`config.mk`:
```
export PLATFORM = sky130hd
export DESIGN_NAME = cpu
export DESIGN_NICKNAME = d
export VERILOG_FILES = /design/src/rtl/cpu_pkg.sv /design/src/rtl/cpu_alu.sv /design/src/rtl/cpu_reg_file.sv /design/src/rtl/cpu.sv
export SDC_FILE = /design/constraint.sdc
export NUM_CORES = 1
export LEC_CHECK = 0
export ABC_AREA = 1
export CAP_MARGIN = 40
export CELL_PAD_IN_SITES_DETAIL_PLACEMENT = 1
export CELL_PAD_IN_SITES_GLOBAL_PLACEMENT = 1
export CORE_ASPECT_RATIO = 1.75
export CORE_MARGIN = 4
export CORE_UTILIZATION = 40
export DETAILED_ROUTE_END_ITERATION = 8
export DONT_BUFFER_PORTS = 1
export GPL_TIMING_DRIVEN = 0
export PLACE_DENSITY = 0.82
export SKIP_CTS_REPAIR_TIMING = 1
export SYNTH_ARGS = -nofsm -noshare
export SYNTH_HDL_FRONTEND = slang
export SYNTH_SLANG_ARGS = --single-unit
export TNS_END_PERCENT = 30
```
`constraint.sdc`:
```
create_clock -name CLK -period 7.2 [get_ports CLK]
set_input_delay 0.72 -clock CLK [delete_from_list [all_inputs] [get_ports CLK]]
set_output_delay 0.72 -clock CLK [all_outputs]
set_load 0.01 [all_outputs]
```
`src/rtl/cpu_pkg.sv`:
```
// cpu_pkg: shared definitions for the 8-bit single-cycle core.
//   - datapath / register-index widths
//   - opcode constants and ALU operation encodings
//   - ctrl_t control word and its opcode decoder
package cpu_pkg;

  localparam int DATA_W   = 8;
  localparam int REG_W    = 3;
  localparam int NUM_REGS = 1 << REG_W;
  localparam int PC_W     = 32;

  localparam logic [7:0] OP_ADD   = 8'h00;
  localparam logic [7:0] OP_SUB   = 8'h01;
  localparam logic [7:0] OP_AND   = 8'h02;
  localparam logic [7:0] OP_OR    = 8'h03;
  localparam logic [7:0] OP_J     = 8'h04;
  localparam logic [7:0] OP_BEQ   = 8'h05;
  localparam logic [7:0] OP_MOV   = 8'h06;
  localparam logic [7:0] OP_LOADI = 8'h07;

  localparam logic [2:0] ALUOP_FWD = 3'b000;
  localparam logic [2:0] ALUOP_ADD = 3'b001;
  localparam logic [2:0] ALUOP_AND = 3'b010;
  localparam logic [2:0] ALUOP_OR  = 3'b011;

  // Control word produced from the opcode alone.
  typedef struct packed {
    logic [2:0] alu_op;
    logic       imm_sel;   // operand 2 from the immediate byte instead of RS
    logic       neg_sel;   // two's-complement operand 2 (sub / beq compare)
    logic       wr_en;     // register file write
    logic       jump;      // unconditional PC-relative jump
    logic       branch;    // PC-relative jump when the ALU result is zero
  } ctrl_t;

  // Unlisted opcodes fall through to the all-zero word: no write, PC+4.
  function automatic ctrl_t decode_op(input logic [7:0] op);
    ctrl_t c;
    c = '0;
    c.alu_op = ALUOP_FWD;
    case (op)
      OP_ADD:   begin c.alu_op = ALUOP_ADD; c.wr_en = 1'b1; end
      OP_SUB:   begin c.alu_op = ALUOP_ADD; c.neg_sel = 1'b1; c.wr_en = 1'b1; end
      OP_AND:   begin c.alu_op = ALUOP_AND; c.wr_en = 1'b1; end
      OP_OR:    begin c.alu_op = ALUOP_OR;  c.wr_en = 1'b1; end
      OP_J:     begin c.jump = 1'b1; end
      OP_BEQ:   begin c.alu_op = ALUOP_ADD; c.neg_sel = 1'b1; c.branch = 1'b1; end
      OP_MOV:   begin c.alu_op = ALUOP_FWD; c.wr_en = 1'b1; end
      OP_LOADI: begin c.alu_op = ALUOP_FWD; c.imm_sel = 1'b1; c.wr_en = 1'b1; end
      default:  c = c;
    endcase
    return c;
  endfunction

endpackage

```
`src/rtl/cpu_alu.sv`:
```
// cpu_alu: 8-bit combinational ALU, carry discarded.
//   data1  in  8  first operand (RT)
//   data2  in  8  second operand (RS / immediate, possibly negated)
//   alu_op in  3  ALUOP_* select
//   result out 8  operation result
//   zero   out 1  result == 0
module cpu_alu
  import cpu_pkg::*;
(
  input  logic [DATA_W-1:0] data1,
  input  logic [DATA_W-1:0] data2,
  input  logic [2:0]        alu_op,
  output logic [DATA_W-1:0] result,
  output logic              zero
);

  always_comb begin
    result = '0;
    case (alu_op)
      ALUOP_FWD: result = data2;
      ALUOP_ADD: result = data1 + data2;
      ALUOP_AND: result = data1 & data2;
      ALUOP_OR:  result = data1 | data2;
      default:   result = '0;
    endcase
  end

  assign zero = (result == '0);

endmodule

```
`src/rtl/cpu_reg_file.sv`:
```
// cpu_reg_file: 8 x 8-bit register file.
//   clk      in  1  write clock (rising edge)
//   rst_n    in  1  async active-low clear of all registers
//   wr_en    in  1  write enable
//   wr_addr  in  3  write index
//   wr_data  in  8  write data
//   rd_addr1 in  3  read port 1 index, rd_data1 out 8
//   rd_addr2 in  3  read port 2 index, rd_data2 out 8
module cpu_reg_file
  import cpu_pkg::*;
(
  input  logic              clk,
  input  logic              rst_n,
  input  logic              wr_en,
  input  logic [REG_W-1:0]  wr_addr,
  input  logic [DATA_W-1:0] wr_data,
  input  logic [REG_W-1:0]  rd_addr1,
  output logic [DATA_W-1:0] rd_data1,
  input  logic [REG_W-1:0]  rd_addr2,
  output logic [DATA_W-1:0] rd_data2
);

  logic [NUM_REGS-1:0][DATA_W-1:0] regs;

  // Clear wins over a write, so an instruction caught by reset never lands.
  always_ff @(posedge clk or negedge rst_n) begin
    if (!rst_n)     regs <= '0;
    else if (wr_en) regs[wr_addr] <= wr_data;
  end

  assign rd_data1 = regs[rd_addr1];
  assign rd_data2 = regs[rd_addr2];

endmodule

```
`src/rtl/cpu.sv`:
```
// cpu: single-cycle 8-bit core (add/sub/and/or/j/beq/mov/loadi).
//   CLK         in  1   system clock, state updates on rising edge
//   RESET       in  1   async active-low; clears PC and registers
//   PC          out 32  byte address of current instruction (word aligned)
//   INSTRUCTION in  32  instruction at PC from external memory
// Fields: [31:24] opcode, [23:16] rd / signed word offset,
//         [15:8] RT, [7:0] RS / immediate.
module cpu
  import cpu_pkg::*;
(
  input  logic            CLK,
  input  logic            RESET,
  output logic [PC_W-1:0] PC,
  input  logic [31:0]     INSTRUCTION
);

  ctrl_t             ctrl;
  logic [REG_W-1:0]  rd_addr, rt_addr, rs_addr;
  logic [DATA_W-1:0] rt_data, rs_data;
  logic [DATA_W-1:0] op2_raw, op2;
  logic [DATA_W-1:0] alu_res;
  logic              alu_zero;
  logic [PC_W-1:0]   pc_plus4, br_off, br_target, next_pc;
  logic              take;
  logic              unused_bits;

  assign ctrl    = decode_op(INSTRUCTION[31:24]);
  assign rd_addr = INSTRUCTION[16 +: REG_W];
  assign rt_addr = INSTRUCTION[8 +: REG_W];
  assign rs_addr = INSTRUCTION[0 +: REG_W];

  // Upper bits of the RT byte carry no meaning in this ISA.
  assign unused_bits = &{1'b0, INSTRUCTION[15:11]};

  cpu_reg_file u_rf (
    .clk      (CLK),
    .rst_n    (RESET),
    .wr_en    (ctrl.wr_en),
    .wr_addr  (rd_addr),
    .wr_data  (alu_res),
    .rd_addr1 (rt_addr),
    .rd_data1 (rt_data),
    .rd_addr2 (rs_addr),
    .rd_data2 (rs_data)
  );

  // Subtraction and the beq compare reuse the adder with a negated operand 2.
  assign op2_raw = ctrl.imm_sel ? INSTRUCTION[7:0] : rs_data;
  assign op2     = ctrl.neg_sel ? (~op2_raw + 8'd1) : op2_raw;

  cpu_alu u_alu (
    .data1  (rt_data),
    .data2  (op2),
    .alu_op (ctrl.alu_op),
    .result (alu_res),
    .zero   (alu_zero)
  );

  // Offset is a signed word count relative to PC+4; the sum wraps at 2^32.
  assign pc_plus4  = PC + 32'd4;
  assign br_off    = {{22{INSTRUCTION[23]}}, INSTRUCTION[23:16], 2'b00};
  assign br_target = pc_plus4 + br_off;
  assign take      = ctrl.jump | (ctrl.branch & alu_zero);
  assign next_pc   = take ? br_target : pc_plus4;

  always_ff @(posedge CLK or negedge RESET) begin
    if (!RESET) PC <= '0;
    else        PC <= next_pc;
  end

endmodule

```
==> results by group, run 1 <==
Status
  – Status: finished, final reports clean

Timing
  – Finish-stage setup viols: 0
  – Max Clock Freq: around 210 MHz
  – Final cycle utilization of the critical path: 0.670
  – Unrepaired setup endpoints after global routing: false
  – Final hold viol count: 0
  – Worst Tran Pin Value: approximately 950 ps
  – Worst clock skew on the final layout: 9.09 ps
  – Final number of max-transition violations: 0
  – Final-layout worst hold slack: 50.0 ps
  – Setup TNS: 0 ps
  – Final min period: about 4800 ps
  – Worst max-slew margin expressed relative to the limit: 0.367

Critical path
  – Worst r2r path cells: 20
  – Required time reported for the critical path endpoint: 7500 ps
  – Maximum net fanout on the critical path: 10
  – Reg-to-Reg End: PC[23]
  – Kind of critical path: input pin to register
  – FF-to-FF Start: PC[2]
  – Worst setup EP type: register
  – Worst Setup SP: INSTRUCTION[1]
  – Worst R2R Setup Slack: between 2000 and 3000 ps
  – Critical Path End: PC[29]
  – Worst endpoint data arrival time: between 5000 and 6000 ps
  – Startpoint class of the critical path: input pin

Clock tree
  – Clk_lat worst skew: roughly 360 ps
  – Clock Sink Count: 94
  – Maximum buffer depth of the clock tree: 2
  – Clock root buffer master: clkbuf_16
  – Clock tree from TritonCTS: yes
  – Max H-tree Level: 3
  – Number of buffers created by CTS: 9
  – Register clock-pin slew on the reported worst setup and hold paths: 80 ps

Pwr
  – Power Dens Cells: about 220 nW/um2
  – Tot Pwr: 2.03 mW
  – Highest ir drop seen on vdd: roughly 0.13 mV
  – Pleak: around 4.7 nW

Place
  – Count of port buffers added during placement: 0
  – Routability-driven placement congestion ratio: between 0.9 and 1
  – Dpl hpwl: 27.8 mm

Finish
  – Count of nets after finishing: approximately 1.4k
  – Area added between synthesis and finish: 7.53%
  – Share of post-route cells with drive strength above 1: 0.0684
  – Leading cell types in the layout, fill and taps excluded: nand2_1 (357), inv_1 (172), nand3_1 (122)
  – Fraction of the core area covered by cells at the end of the flow: 0.439
  – Commonest non-fill, non-tap cell in the layout: nand2_1
  – Antenna Diode Count: 0

Detailed routing
  – DR WL/cell: 21.5 um
  – Number of optimization iterations in the first detailed-route pass: 4
  – DRT antenna net count: 0
  – Starting DRT DRC Count: around 350
  – Post-DR vias/cell: between 5 and 6
  – Routed Wire Length: 34.0 mm
  – DRC violations left: 0
  – Routed via count: just over 9k

Logic synthesis
  – Number of synthesized register bits: 94
  – Synthesis warning total: 0
  – Netlist area before placement: 8540 um2
  – Seq/Total Area, Yosys: 0.275
  – Distinct cell type count after synthesis: 52
  – Per-instance average area after synthesis: around 6.5 um2
  – Syn Inst Count: roughly 1.3k

GRT
  – Antenna violations before repair: 0
  – Wire length of the first global-routing pass: 53.4 mm
  – Aggregate global-route resource usage: 0.288
  – Vias in the first global route: slightly above 10k
  – Total grt overflow: 0
  – Largest net degree at the start of global routing: 95

Floorplan
  – Die Wd: 118 um
  – Die height: ~200 um
  – Die Area: around 24000 um2
  – Placement row count: 70
  – Number of top-level pins: 66
  – Starting density of the core: 0.408
  – Core area: 20900 um2

Flow run
  – Max-cap check violation count: 0

Hold path
  – Type of the most critical hold path: input pin to async pin
==> Yosys cell counts (all sizes together) <==
cell type    n  share of area
a211oi       1        0.00088
o21a         2         0.0018
clkinv       3         0.0015
o22ai        2         0.0015
nand3b       4         0.0040
o21bai       4         0.0035
o221ai       1         0.0010
and2         1        0.00073
or2          7         0.0051
a21oi       78          0.046
nor2       100          0.046
xor2        40          0.041
conb         1        0.00044
o31ai        1         0.0015
a21o         5         0.0044
nand3      129          0.081
nor4         4         0.0047
o211a        1         0.0012
nor3        14         0.0082
o211ai       6         0.0059
o21ai      118          0.069
o2111ai      2         0.0021
inv        179          0.079
nor2b        1        0.00073
ha          48          0.070
dfrtp       94           0.28
clkbuf      18         0.0079
a31oi        6         0.0044
nand2      381           0.18
a21boi       2         0.0018
buf         19          0.016
xnor2       16          0.016
and3         2         0.0015
nand4       21          0.016
fa           2         0.0047
==> metrics by stage <==
stage	setup slack, ps	area [um2]	cells
2_1_floorplan	3240	8550	1314
3_3_place_gp	2220	8860	1566
3_5_place_dp	2080	8870	1567
4_1_cts	2440	9190	1583
5_1_grt	2140	9190	1583
6_report	2380	9190	1583
==> worst min-delay path by stage <==
| stage | startpoint | to | slack (ps) | cells after the start |
|---|---|---|---|---|
| after floorplan | RESET | PC[10] | 420 | 0 |
| after global placement | RESET | PC[5] | 430 | 0 |
| after detailed placement | RESET | PC[5] | 430 | 0 |
| after CTS | RESET | PC[15] | 40 | 0 |
| after global routing | RESET | u_rf.regs[20] | 40 | 0 |
| final | RESET | PC[15] | 50 | 0 |
==> flip-flops by register name, indices dropped and copies added (netlist names) <==
register / flops
PC: 30
u_rf.regs: 64
==> final cells by class <==
class / count / area (um2)
Inverter: 182 / 684
Sequential cell: 94 / 2350
Clock buffer: 11 / 253
Timing Repair Buffer: 1 / 7.51
Tap cell: 252 / 315
Multi-Input combinational cell: 1001 / 5310
Buffer: 37 / 203
Fill cell: 2817 / 11700
Clock inverter: 5 / 63.8
==> critical path, stage by stage <==
cell and delay (ps):
buf_4 150, inv_2 140, buf_2 270, nand3_1 120
nand2_1 130, nand3_1 180, and2_1 250, nor2_1 100
nand2_1 120, o31ai_2 210, xor2_1 210, inv_1 70
ha_1 390, nand2_1 90, or2_2 320, nand3_1 90
nand2_1 60, nand3_1 110, nand3b_2 250, nor2_1 200
nand4_2 280, nand2_2 300, buf_8 210, nand2_2 60
nand2_1 60
==> where the power goes <==
group          total, mW  switching, mW  internal, mW
clock              0.532          0.239         0.293
combinational      0.804          0.534         0.270
sequential         0.691         0.0950         0.596
total               2.03          0.868          1.16
==> routing by layer <==
metal  vias up  wire length [um]  track usage
li1       4274                 -            -
met1      4365             10700        0.253
met2       264             18500        0.554
met3       143              1290       0.0340
met4         0              3510        0.263
met5         -                 0            0
==> cell families after synthesis <==
| family | share of synthesized area |
|---|---|
| XOR/XNOR | 0.0574 |
| other | 0.000439 |
| AND/OR/NAND/NOR | 0.343 |
| adder cells (fa/ha/maj) | 0.0750 |
| buffers and inverters | 0.104 |
| AO/OA/AOI/OAI | 0.145 |
| flip-flops | 0.275 |
Power figures use the tool's default switching activity.
==> run 2: changes to the inputs <==
Settings changed: PLACE_DENSITY 0.82 to 0.84.
Clock period 7.2 ns to 4.38 ns, I/O delays scaled along.
==> results by group, run 2 (synthesized netlist as in run 1, its figures left out) <==
Finish
  – Number of flip-flops under the largest register name: 64 (unchanged)
  – Commonest non-fill, non-tap cell in the layout: nand2_1
  – Leading cell types in the layout, fill and taps excluded: nand2_1 (356), inv_1 (172), nand3_1 (122)
  – Largest Register: u_rf.regs
  – Area added between synthesis and finish: 8.77%
  – Count of nets after finishing: 1413 (+0.21%)
  – Filler Cell Count: 2825 (+0.28%)
  – Antenna Diode Count: 0 (unchanged)
  – Number of standard cells in the final layout excluding fillers: 1586 (+0.19%)
  – Fraction of the core area covered by cells at the end of the flow: 0.444 (+0.00508)
  – Share of post-route cells with drive strength above 1: 0.0795 (+0.0111)
  – Biggest regs: u_rf.regs (64), PC (30)

Timing
  – Final number of max-transition violations: 0 (unchanged)
  – Final cycle utilization of the critical path: 0.941
  – Worst max-slew margin expressed relative to the limit: 0.450 (+0.0828)
  – Worst clock skew on the final layout: 10.6 ps (+1.51 ps)
  – Final hold viol count: 16 (+16)
  – Final-layout worst hold slack: -56.4 ps (-106 ps)
  – Final min period: between 4000 and 5000 ps
  – Finish-stage setup viols: 0 (unchanged)
  – Max Clock Freq: about 240 MHz
  – Worst Tran Pin Value: 822 ps (-124 ps)

Place
  – Total instance count after detailed placement: 1568 (+0.064%)
  – Count of port buffers added during placement: 0 (unchanged)
  – Routability-driven placement congestion ratio: 0.947 (-0.60%)
  – Dpl hpwl: 27.5 mm (-1.3%)

Critical path
  – Maximum net fanout on the critical path: 6 (-4)
  – Startpoint class of the critical path: register
  – Crit path max-delay cell type: nor4_4
  – Max incr delay on CP: 550 ps (+160 ps)
  – Most used cell, CP: nand2_1
  – Worst setup EP type: register
  – Buffers plus inverters on the worst setup path: 0 (-5)
  – Kind of critical path: register to register
  – Worst endpoint data arrival time: 4380 ps (-740 ps)
  – Kind of cell adding the most delay to the critical path: simple AND/OR/NAND/NOR gates
  – Critical-path cell list: nand3_1 > nor2_1 > nand2_1 > nor4_4 > nand2_1 > xnor2_1 > ha_1 > a21oi_1 > o21ai_0 > a21oi_1 > nand3_1 > a21o_1 > nand2_1 > nand2_1 > nand2_1 > nand2_1 > nand2_1 > nand2_1
  – Worst R2R Setup Slack: 260 ps (-2590 ps)
  – Required time reported for the critical path endpoint: 4640 ps (-2860 ps)

Floorplan
  – Placement row count: 70 (unchanged)
  – Core area: 20900 um2 (unchanged)
  – Die Wd: 118 um (unchanged)
  – Starting density of the core: 0.408 (unchanged)
  – Die height: 201 um (unchanged)
  – Die Area: 23900 um2 (unchanged)
  – Number of top-level pins: 66 (unchanged)

Detailed routing
  – Routed Wire Length: 33.8 mm (-0.47%)
  – DRT antenna net count: 0 (unchanged)
  – Routed via count: 9056 (+0.11%)
  – Post-DR vias/cell: 5.71 (about the same)
  – Number of optimization iterations in the first detailed-route pass: 5 (+1)
  – DRC violations left: 0 (unchanged)
  – Starting DRT DRC Count: 353 (+0.28%)
  – DR WL/cell: 21.3 um (-0.65%)

GRT
  – Total grt overflow: 0 (unchanged)
  – Largest net degree at the start of global routing: 95 (unchanged)
  – Antenna violations before repair: 0 (unchanged)
  – Wire length of the first global-routing pass: 52.9 mm (-0.97%)
  – Vias in the first global route: 9967 (-1.1%)
  – Aggregate global-route resource usage: 0.285 (-0.00354)

Clock tree
  – Clock Sink Count: 94 (unchanged)
  – Clock root buffer master: clkbuf_16
  – Number of buffers created by CTS: 9 (unchanged)
  – Max H-tree Level: 3 (unchanged)
  – Clk_lat worst skew: 360 ps (about the same)
  – Maximum buffer depth of the clock tree: 2 (unchanged)
  – Clock tree from TritonCTS: yes
  – Register clock-pin slew on the reported worst setup and hold paths: 80 ps (about the same)

Status
  – Violations in the final reports: negative hold slack
  – Status: finished, violations left

Pwr
  – Tot Pwr: 3.31 mW (+63%)
  – Highest ir drop seen on vdd: 0.184 mV (+44%)
  – Pleak: 4.79 nW (+0.87%)
  – Power Dens Cells: 357 nW/um2 (+62%)

Flow run
  – Max-cap check violation count: 0 (unchanged)

Hold path
  – Type of the most critical hold path: input pin to async pin
-- run 2: worst reg2reg max path, delay by kind of cell, from the launching register on --
kind | cells | cell delay, ps
AO/OA/AOI/OAI | 4 | 1000
XOR/XNOR | 1 | 290
adder cells (fa/ha/maj) | 1 | 330
flip-flops | 1 | 460
AND/OR/NAND/NOR | 12 | 1930
-- run 2: layout make-up --
class                   count  area (um2)  area share
plain buffers              37         209      0.0225
clock buffers              10         229      0.0246
clock inverters             6        68.8     0.00741
inverters                 182         684      0.0737
multi-input cells        1001        5390       0.580
flip-flops and latches     94        2350       0.253
well taps                 252         315      0.0339
repair buffers              4        47.5     0.00512
-- run 2: per-layer routing --
layer | GRT usage | part of all wire | up-vias
met2 | 0.553 | 0.54 | 257
li1 | - | - | 4274
met4 | 0.238 | 0.096 | 0
met5 | 0 | 0 | -
met3 | 0.0343 | 0.034 | 150
met1 | 0.254 | 0.33 | 4375
-- run 2: worst paths after layout --
kind / startpoint / to / cells after the start
max in group asynchronous: RESET / PC[22] / 1
min: RESET / PC[5] / 1
min reg2reg: u_rf.regs[53] / u_rf.regs[53] / 2
min in group CLK: INSTRUCTION[16] / PC[2] / 3
max: PC[4] / PC[26] / 18
max reg2reg: PC[4] / PC[26] / 18
-- run 2: power by group --
group / switching, mW / internal (mW) / leakage (nW) / total, mW
clock: 0.389 / 0.448 / 0.143 / 0.837
combinational: 0.888 / 0.454 / 3.54 / 1.34
sequential: 0.154 / 0.980 / 1.10 / 1.13
-- run 2: stage by stage --
stage | setup TNS [ps] | setup WS (ps) | hold WS (ps) | cell area (um2)
6_report | 0 | 257 | -56.4 | 9290
5_1_grt | -4.41 | -4.41 | 25.2 | 9290
4_1_cts | -271 | -220 | -243 | 9170
3_5_place_dp | -5920 | -281 | 144 | 8870
3_3_place_gp | -3310 | -187 | 145 | 8860
2_1_floorplan | 0 | 701 | 142 | 8550
==> run 3: changes to the inputs <==
Settings changed: SKIP_CTS_REPAIR_TIMING 1 to not set, TNS_END_PERCENT 30 to 20.
==> results by group, run 3 (synthesized netlist as in run 1, its figures left out) <==
Status
  – Status: finished, violations left
  – Violations in the final reports: negative hold slack

Timing
  – Final hold viol count: 16 (unchanged)
  – Worst clock skew on the final layout: 9.99 ps (-0.607 ps)
  – Final number of max-transition violations: 0 (unchanged)
  – Final min period: 4140 ps (+13.2 ps)
  – Setup TNS: 0 ps (unchanged)
  – Final-layout worst hold slack: -66.0 ps (-9.55 ps)
  – Worst Tran Pin Value: 833 ps (+11.1 ps)
  – Final cycle utilization of the critical path: 0.944 (+0.00300)
  – Worst path setup slack after routing: 244 ps (-13.2 ps)
  – Finish-stage setup viols: 0 (unchanged)
  – Worst max-slew margin expressed relative to the limit: 0.442 (-0.00744)
  – Max Clock Freq: 242 MHz (-0.32%)

Floorplan
  – Die height: 201 um (unchanged)
  – Core area: 20900 um2 (unchanged)
  – Placement row count: 70 (unchanged)
  – Die Wd: 118 um (unchanged)
  – Starting density of the core: 0.408 (unchanged)
  – Die Area: 23900 um2 (unchanged)
  – Number of top-level pins: 66 (unchanged)

Clock tree
  – Maximum buffer depth of the clock tree: 2 (unchanged)
  – Number of buffers created by CTS: 9 (unchanged)
  – Clock tree from TritonCTS: yes
  – Register clock-pin slew on the reported worst setup and hold paths: 80 ps (about the same)
  – Clock root buffer master: clkbuf_16
  – Clk_lat worst skew: 360 ps (about the same)
  – Max H-tree Level: 3 (unchanged)
  – Clock Sink Count: 94 (unchanged)

GRT
  – Largest net degree at the start of global routing: 95 (unchanged)
  – Wire length of the first global-routing pass: 53.0 mm (+0.18%)
  – Antenna violations before repair: 0 (unchanged)
  – Aggregate global-route resource usage: 0.285 (+0.000530)
  – Total grt overflow: 0 (unchanged)
  – Vias in the first global route: 9980 (+0.13%)

Detailed routing
  – DR WL/cell: 21.3 um (about the same)
  – DRT antenna net count: 0 (unchanged)
  – Detail Route met2 WL: 18.3 mm (-0.19%)
  – Starting DRT DRC Count: 340 (-3.7%)
  – Met3 routed WL: 1.21 mm (+5.2%)
  – Post-DR vias/cell: 5.71 (about the same)
  – DRC violations left: 0 (unchanged)
  – Number of optimization iterations in the first detailed-route pass: 5 (unchanged)
  – Routed Wire Length: 33.8 mm (about the same)
  – Routed via count: 9060 (+0.044%)
  – Uppermost layer routed: met4
  – Met1 routed wirelength after detailed routing: 11.0 mm (about the same)

Critical path
  – Maximum net fanout on the critical path: 6 (unchanged)
  – Worst endpoint data arrival time: 4390 ps (about the same)
  – Worst setup EP type: register
  – Kind of critical path: register to register
  – Required time reported for the critical path endpoint: 4640 ps (about the same)
  – Startpoint class of the critical path: register

Finish
  – Area of the multi-input gates: 5390 um2 (about the same)
  – Fraction of the core area covered by cells at the end of the flow: 0.444 (about the same)
  – FF/Latch Area: 2350 um2 (unchanged)
  – Leading cell types in the layout, fill and taps excluded: nand2_1 (356), inv_1 (172), nand3_1 (121)
  – Area added between synthesis and finish: 8.83% (about the same)
  – Biggest regs: u_rf.regs (64), PC (30)
  – Filler Cell Count: 2825 (unchanged)
  – Commonest non-fill, non-tap cell in the layout: nand2_1
  – Antenna Diode Count: 0 (unchanged)
  – Count of nets after finishing: 1413 (unchanged)
  – Largest Register: u_rf.regs
  – Share of post-route cells with drive strength above 1: 0.0802 (+0.000750)
  – Number of flip-flops under the largest register name: 64 (unchanged)

Pwr
  – Power spent charging and discharging nets: 1.44 mW (+0.35%)
  – Switch share: 0.433 (+0.000861)
  – Power Dens Cells: 357 nW/um2 (about the same)
  – Clock power frac: 0.253 (about the same)
  – Highest ir drop seen on vdd: 0.182 mV (-0.98%)
  – Pleak: 4.79 nW (about the same)
  – Internal power: 1.88 mW (about the same)
  – Fraction of power consumed by combinational cells: 0.405 (about the same)
  – Relative contribution of sequential cells to total power: 0.342 (about the same)

Place
  – Routability-driven placement congestion ratio: 0.947 (unchanged)
  – Dpl hpwl: 27.5 mm (unchanged)
  – Count of port buffers added during placement: 0 (unchanged)
  – Worst setup slack after placement: -281 ps (unchanged)

Hold path
  – Type of the most critical hold path: input pin to async pin

Flow run
  – Max-cap check violation count: 0 (unchanged)
run 3: cell types whose count changed in the layout (fill, tap and decap cells not counted):
cell / delta
nand3_1: -1
nand3_2: +1
run 3: metrics by stage:
stage | power [mW] | hold WS (ps) | instance area (um2) | std cells
floorplan | 2.07 | 142 | 8550 | 1314
global placement | 2.39 | 145 | 8860 | 1566
detailed placement | 2.44 | 144 | 8870 | 1568
CTS | 3.30 | 16.6 | 9210 | 1585
global route | 3.55 | 24.3 | 9300 | 1586
finish | 3.32 | -66.0 | 9300 | 1586
run 3: power by group through the flow:
stage / combinational [mW] / sequential, mW / clock [mW]
global route: 1.51 / 1.15 / 0.883
detailed placement: 1.29 / 1.15 / 0
floorplan: 0.966 / 1.10 / 0
CTS: 1.32 / 1.13 / 0.849
global placement: 1.25 / 1.14 / 0
finish: 1.35 / 1.13 / 0.838
run 3: timing repair:
item,4_1_cts,5_1_grt
hold endpoints to repair,94,0
resized for setup,2,22
buffers inserted,0,1
endpoints found under the setup margin,2,30
pin swaps,0,1
hold buffers,1,0
run 3: critical path, cell delays in order (launching register included):
cell and delay [ps]:
dfrtp_1 460, nand3_1 230, nor2_1 140, nand2_1 150, nor4_4 550, nand2_1 190, xnor2_1 290, ha_1 330
a21oi_1 240, o21ai_0 150, a21oi_1 350, nand3_1 280, a21o_1 270, nand2_1 90, nand2_1 50, nand2_1 60
nand2_1 50, nand2_1 70, nand2_1 60
run 3: final timing paths:
path	startpoint	to	slack [ps]	cells after the start
max	PC[4]	PC[26]	240	18
min	RESET	PC[5]	-70	1
max reg2reg	PC[4]	PC[26]	240	18
min reg2reg	u_rf.regs[53]	u_rf.regs[53]	490	2
max in group asynchronous	RESET	PC[22]	3940	1
min in group CLK	INSTRUCTION[16]	PC[2]	310	3
run 3: layout make-up:
class | instances | area share
Inverter | 182 | 0.0736
Clock buffer | 10 | 0.0246
Multi-Input combinational cell | 1001 | 0.580
Tap cell | 252 | 0.0339
Buffer | 37 | 0.0225
Timing Repair Buffer | 4 | 0.00511
Clock inverter | 6 | 0.00740
Sequential cell | 94 | 0.253
run 3: layer usage:
layer  global-route usage  vias to the layer above
met5                    0                        -
met4                0.235                        0
met3               0.0340                      148
met2                0.554                      253
met1                0.256                     4385
li1                     -                     4274
